==> config.mk <==
export PLATFORM = sky130hd
export DESIGN_NAME = phase_sequencer
export DESIGN_NICKNAME = d
export VERILOG_FILES = /design/src/rtl/phase_sequencer.sv
export SDC_FILE = /design/constraint.sdc
export NUM_CORES = 1
export LEC_CHECK = 0
export BUFFER_PORTS_ARGS = -buffer_cell sky130_fd_sc_hd__buf_2
export CORE_UTILIZATION = 59
export CTS_BUF_LIST = sky130_fd_sc_hd__clkbuf_8
export CTS_CLUSTER_DIAMETER = 120
export DETAILED_ROUTE_END_ITERATION = 10
export PLACE_DENSITY = 0.95
export SETUP_SLACK_MARGIN = 0.02
export SLEW_MARGIN = 30
export SYNTH_ARGS = -nofsm -noshare
export SYNTH_HDL_FRONTEND = slang
export SYNTH_SLANG_ARGS = --single-unit
==> constraint.sdc <==
create_clock -name Phase_Count -period 5.2 [get_ports Phase_Count]
set_input_delay 1.04 -clock Phase_Count [delete_from_list [all_inputs] [get_ports Phase_Count]]
set_output_delay 1.04 -clock Phase_Count [all_outputs]
set_load 0.03 [all_outputs]
==> src/rtl/phase_sequencer.sv <==
// phase_sequencer: instruction-cycle sequencer driven by the one-hot
// Phase0..Phase3 lines of the ring counter. It owns PC and IR, issues
// registered one-cycle strobes (ALU_En, Acc_Load, Mem_Write) and flags
// phase lines that are not one-hot or arrive out of order.
//
// Dbg_State = {mode[1:0], expected_phase[1:0]}
//   mode encoding: 0 IDLE, 1 RUN, 2 HALT, 3 ERR.
module phase_sequencer #(
    parameter int PC_W  = 6,
    parameter int CNT_W = 8
) (
    input  logic             Phase_Count,
    input  logic             Clear,
    input  logic             Phase0,
    input  logic             Phase1,
    input  logic             Phase2,
    input  logic             Phase3,
    input  logic             Run,
    input  logic [7:0]       Instr_In,
    output logic [PC_W-1:0]  PC,
    output logic [7:0]       IR,
    output logic             ALU_En,
    output logic             Acc_Load,
    output logic             Mem_Write,
    output logic             Halted,
    output logic             Phase_Error,
    output logic [CNT_W-1:0] Instr_Count,
    output logic [3:0]       Dbg_State
);

    typedef enum logic [1:0] {
        MODE_IDLE = 2'd0,
        MODE_RUN  = 2'd1,
        MODE_HALT = 2'd2,
        MODE_ERR  = 2'd3
    } mode_t;

    localparam logic [1:0] OP_NOP   = 2'b00;
    localparam logic [1:0] OP_ALU   = 2'b01;
    localparam logic [1:0] OP_STORE = 2'b10;
    localparam logic [1:0] OP_JMP   = 2'b11;

    mode_t            mode_q, mode_d;
    logic [1:0]       exp_q, exp_d;
    logic [PC_W-1:0]  pc_q, pc_d;
    logic [7:0]       ir_q, ir_d;
    logic             alu_en_q, alu_en_d;
    logic             acc_load_q, acc_load_d;
    logic             mem_write_q, mem_write_d;
    logic             halted_q, halted_d;
    logic             perr_q, perr_d;
    logic [CNT_W-1:0] cnt_q, cnt_d;

    logic [3:0]       phase_vec;
    logic             one_hot;
    logic [1:0]       phase_idx;
    logic [1:0]       opcode;
    logic             op_is_halt;

    // Classify the phase lines: one-hot or not, and which phase is active.
    always_comb begin
        phase_vec  = {Phase3, Phase2, Phase1, Phase0};
        one_hot    = 1'b0;
        phase_idx  = 2'd0;
        case (phase_vec)
            4'b0001: begin one_hot = 1'b1; phase_idx = 2'd0; end
            4'b0010: begin one_hot = 1'b1; phase_idx = 2'd1; end
            4'b0100: begin one_hot = 1'b1; phase_idx = 2'd2; end
            4'b1000: begin one_hot = 1'b1; phase_idx = 2'd3; end
            default: begin one_hot = 1'b0; phase_idx = 2'd0; end
        endcase
        opcode     = ir_q[7:6];
        op_is_halt = (ir_q[7:6] == OP_JMP) && (ir_q[5:0] == 6'd0);
    end

    // State register: Clear dominates and drops any pending strobe.
    always_ff @(posedge Phase_Count) begin
        if (Clear) begin
            mode_q      <= MODE_IDLE;
            exp_q       <= 2'd0;
            pc_q        <= '0;
            ir_q        <= '0;
            alu_en_q    <= 1'b0;
            acc_load_q  <= 1'b0;
            mem_write_q <= 1'b0;
            halted_q    <= 1'b0;
            perr_q      <= 1'b0;
            cnt_q       <= '0;
        end else begin
            mode_q      <= mode_d;
            exp_q       <= exp_d;
            pc_q        <= pc_d;
            ir_q        <= ir_d;
            alu_en_q    <= alu_en_d;
            acc_load_q  <= acc_load_d;
            mem_write_q <= mem_write_d;
            halted_q    <= halted_d;
            perr_q      <= perr_d;
            cnt_q       <= cnt_d;
        end
    end

    // Next-state: hold by default, strobes default low so each lasts one cycle.
    always_comb begin
        mode_d      = mode_q;
        exp_d       = exp_q;
        pc_d        = pc_q;
        ir_d        = ir_q;
        alu_en_d    = 1'b0;
        acc_load_d  = 1'b0;
        mem_write_d = 1'b0;
        halted_d    = halted_q;
        perr_d      = perr_q;
        cnt_d       = cnt_q;

        case (mode_q)
            MODE_IDLE: begin
                if (phase_vec == 4'b0000) begin
                    // stall
                end else if (!one_hot) begin
                    perr_d = 1'b1;
                    mode_d = MODE_ERR;
                end else if (Run && (phase_idx == 2'd0)) begin
                    ir_d   = Instr_In;
                    pc_d   = pc_q + PC_W'(1);
                    exp_d  = 2'd1;
                    mode_d = MODE_RUN;
                end
                // Run=1 with another phase: wait for Phase0 to align.
            end

            MODE_RUN: begin
                if (phase_vec == 4'b0000) begin
                    // stall
                end else if (!one_hot || (phase_idx != exp_q)) begin
                    perr_d = 1'b1;
                    mode_d = MODE_ERR;
                end else begin
                    case (exp_q)
                        2'd0: begin
                            ir_d  = Instr_In;
                            pc_d  = pc_q + PC_W'(1);
                            exp_d = 2'd1;
                        end
                        2'd1: begin
                            if (op_is_halt) begin
                                halted_d = 1'b1;
                                mode_d   = MODE_HALT;
                            end else begin
                                exp_d = 2'd2;
                            end
                        end
                        2'd2: begin
                            alu_en_d = (opcode == OP_ALU);
                            exp_d    = 2'd3;
                        end
                        default: begin
                            acc_load_d  = (opcode == OP_ALU);
                            mem_write_d = (opcode == OP_STORE);
                            // HALT never reaches writeback, so opcode 11 here is JMP.
                            if (opcode == OP_JMP) begin
                                pc_d = PC_W'(ir_q[5:0]);
                            end
                            cnt_d = cnt_q + CNT_W'(1);
                            exp_d = 2'd0;
                            if (!Run) begin
                                mode_d = MODE_IDLE;
                            end
                        end
                    endcase
                end
            end

            // HALT and ERR freeze everything until Clear.
            default: begin
            end
        endcase

        if (opcode == OP_NOP) begin
            // NOP issues no strobes; nothing further to decode.
        end
    end

    // Outputs are taken straight from registers.
    always_comb begin
        PC          = pc_q;
        IR          = ir_q;
        ALU_En      = alu_en_q;
        Acc_Load    = acc_load_q;
        Mem_Write   = mem_write_q;
        Halted      = halted_q;
        Phase_Error = perr_q;
        Instr_Count = cnt_q;
        Dbg_State   = {mode_q, exp_q};
    end

endmodule

==> impl_metrics.toml <==
[synthesis]
ys_ff_latch = 31
synthCells = 206
yosysTopAreaCell = "dfxtp_1"
syn_avg_cell_area_sq_um = 8.789
yosysWarnings = 0
synth_edf_count = 0
syn_area_sq_um = 1810
yosysTopAreaCellShare_pct = 34.28
seq_area_frac_synth_pct = 34.28
synthArstFlopShare_pct = 0
ys_types = 56
synth_ff_type = "dfxtp_1"
syn-num-nets = 227
yosys-top-cells-area = "dfxtp_1, nor2_1, mux2i_1"

[floorplanning]
dieArea_sq_um = 3294
rows = 19
coreArea_sq_um = 2829
die_w_um = 57.40
fp.dieH_um = 57.40
initial_core_util_pct = 64.00
io_pins = 46

[pwr]
power_uw = 706.1
power-per-cell-area_nw_per_um2 = 341.2
internal-power_uw = 475.8
swShare_pct = 32.62
vdd_drop_max_uv = 202.9
power_frac_seq_pct = 40.7
power_frac_clock_pct = 34.4
netSwitchingPower_uw = 230.3
p_comb_share_pct = 24.9
p_leak_nw = 0.9447

[sta]
skew_ns = 0.007547
timing.final.crit_share_pct = 56.70
rsz0062_at_grt = "no"
setup_tns_ns = 0
fmax_mhz = 339.2
max-slew-margin-rel_pct = 54.04
worst_pin_slew_ns = 0.6869
maxSlewViolCount = 0
setup_violations = 0
hold_violations = 0
period_needed_ns = 2.948

[global_routing]
grt_pass1_wl_um = 6451
antenna_found_initial = 0
grt_max_degree = 34
grtUsageTotal_pct = 25.13
grt_pass1_vias = 1470
grt-ovfl-total = 0

[status]
status = "complete, but fails checks"
violations = "DRC"

[layout]
layout.nets = 267
diodes = 0
fin_area_sq_um = 2069
drive_above_1_share_pct = 26.72
final_core_util_pct = 73.15
final_cells = 278
area_growth_pct = 14.31
layout_commonest_cell = "buf_2"
final_cell_mix = "buf_2, dfxtp_1, nor2_1, a21oi_1, nand2_1"

[critical_path]
reg2reg_from = "exp_q[1]$_SDFFE_PP0P_"
rr_endpoint = "PC[0]$_SDFFE_PP0P_"
worstPathRequired_ns = 5.37
worstSetupPathType = "in2reg"
cp_max_fo = 12
r2r_cells = 6
cp-end-kind = "flip-flop"
arrival_ns = 3.12
r2r_slack_ns = 2.81
crit_start = "Phase1"
critPathLaunchType = "input port"
critical_path.endpoint = "PC[0]$_SDFFE_PP0P_"

[clock_tree]
clk_latency_ns = 0.28
clkTransAtPathRegs_ns = 0.06
cts_sinks = 31
cts_resized = 0
cts_max_path_buffers = 2
cts_hold_buf = 0
cts_tree = "built"
cts_setup_buffers = 0
htree_levels = 2
cts_buffers = 5
clock_tree.root_cell = "clkbuf_8"

[route]
drcViolationCount = 4
drtIter0Drc = 86
drt_first_pass_iters = 7
drt-wirelength-per-cell_um = 14.08
drtAntennaViolNets = 0
wl_um = 3915
dr_total_vias = 1652
via_per_inst = 5.942

[place]
gp_congestion = 0.8758
dp_cells = 270
numPortBuffers = 45
post_dp_cell_area_sq_um = 1952
dp.final_hpwl_um = 2826

[min_path]
min_path_type = "reg2reg"

[run]
cap_violations = 0
sequential cells by signal (all words and copies together), names as in the netlist:
name / flops
IR: 8
Instr_Count: 8
PC: 6
exp_q: 2
mode_q: 2
ALU_En: 1
Acc_Load: 1
Halted: 1
Mem_Write: 1
Phase_Error: 1
critical path, stage by stage:
cell and delay (ns):
buf_2 0.20, or3b_1 0.36, a2111o_1 0.53, a21boi_2 0.24, o211a_1 0.41, a21boi_0 0.15
o21ba_1 0.18
cell families (layout without fill, tap and decap cells):
| kind of cell | count (synthesis) | in the layout | share of synthesized area, % |
|---|---|---|---|
| buffers and inverters | 18 | 59 | 8.017 |
| and+or+nand+nor | 81 | 81 | 22.81 |
| muxes | 9 | 9 | 4.976 |
| xor gates and xnor gates | 10 | 10 | 4.838 |
| adders and majority gates | 6 | 6 | 4.146 |
| DFF | 31 | 31 | 34.28 |
| AOI/OAI and AO/OA | 51 | 51 | 20.94 |
layout make-up:
| type | count | area [sq um] |
|---|---|---|
| clock buffers | 6 | 82.58 |
| clock inverters | 2 | 35.03 |
| fillers | 214 | 759.5 |
| inverters | 6 | 22.52 |
| multi-input cells | 157 | 1045 |
| flip-flops and latches | 31 | 620.6 |
| well taps | 31 | 38.79 |
| repair buffers | 45 | 225.2 |
routing by layer:
metal | track usage (%) | part of all wire (%)
met5 | 0 | 0
met2 | 42.03 | 48
met3 | 5.215 | 5.6
met1 | 32.20 | 45
met4 | 8.362 | 1.3
Yosys cell counts (2+ instances only):
cell / count
dfxtp_1: 31
nor2_1: 27
a21oi_1: 15
nand2_1: 14
o21ai_0: 10
mux2i_1: 9
xor2_1: 8
ha_1: 6
inv_1: 6
nor3_1: 6
nand3_1: 5
and3_1: 4
nand2b_1: 4
nand4_1: 4
nor3b_1: 4
clkbuf_1: 3
nor4_1: 3
a21bo_2: 2
a31oi_1: 2
buf_2: 2
clkbuf_8: 2
nand3b_1: 2
nor4b_1: 2
o31ai_1: 2
xnor2_1: 2
how the worst min path moves through the flow:
stage               cells after the start                        to                startpoint
floorplan                               2  Phase_Error$_SDFFE_PP0P_  Phase_Error$_SDFFE_PP0P_
global placement                        2  Phase_Error$_SDFFE_PP0P_  Phase_Error$_SDFFE_PP0P_
detailed placement                      2  Phase_Error$_SDFFE_PP0P_  Phase_Error$_SDFFE_PP0P_
CTS                                     2  Phase_Error$_SDFFE_PP0P_  Phase_Error$_SDFFE_PP0P_
global route                            2  Phase_Error$_SDFFE_PP0P_  Phase_Error$_SDFFE_PP0P_
finish                                  2  Phase_Error$_SDFFE_PP0P_  Phase_Error$_SDFFE_PP0P_
power by group through the flow:
stage | logic [mW] | clock network, mW | registers (mW)
final | 0.176 | 0.243 | 0.287
after detailed placement | 0.174 | 0 | 0.291
after global routing | 0.191 | 0.255 | 0.291
after floorplan | 0.121 | 0 | 0.319
after CTS | 0.175 | 0.244 | 0.286
after global placement | 0.171 | 0 | 0.290
stage by stage:
stage / hold WS, ns / setup WS (ns)
finish: 0.4531 / 2.252
global route: 0.4867 / 2.100
CTS: 0.4524 / 2.260
detailed placement: 0.4425 / 1.968
global placement: 0.4332 / 2.027
floorplan: 0.5708 / 2.434
Power figures use the tool's default switching activity.
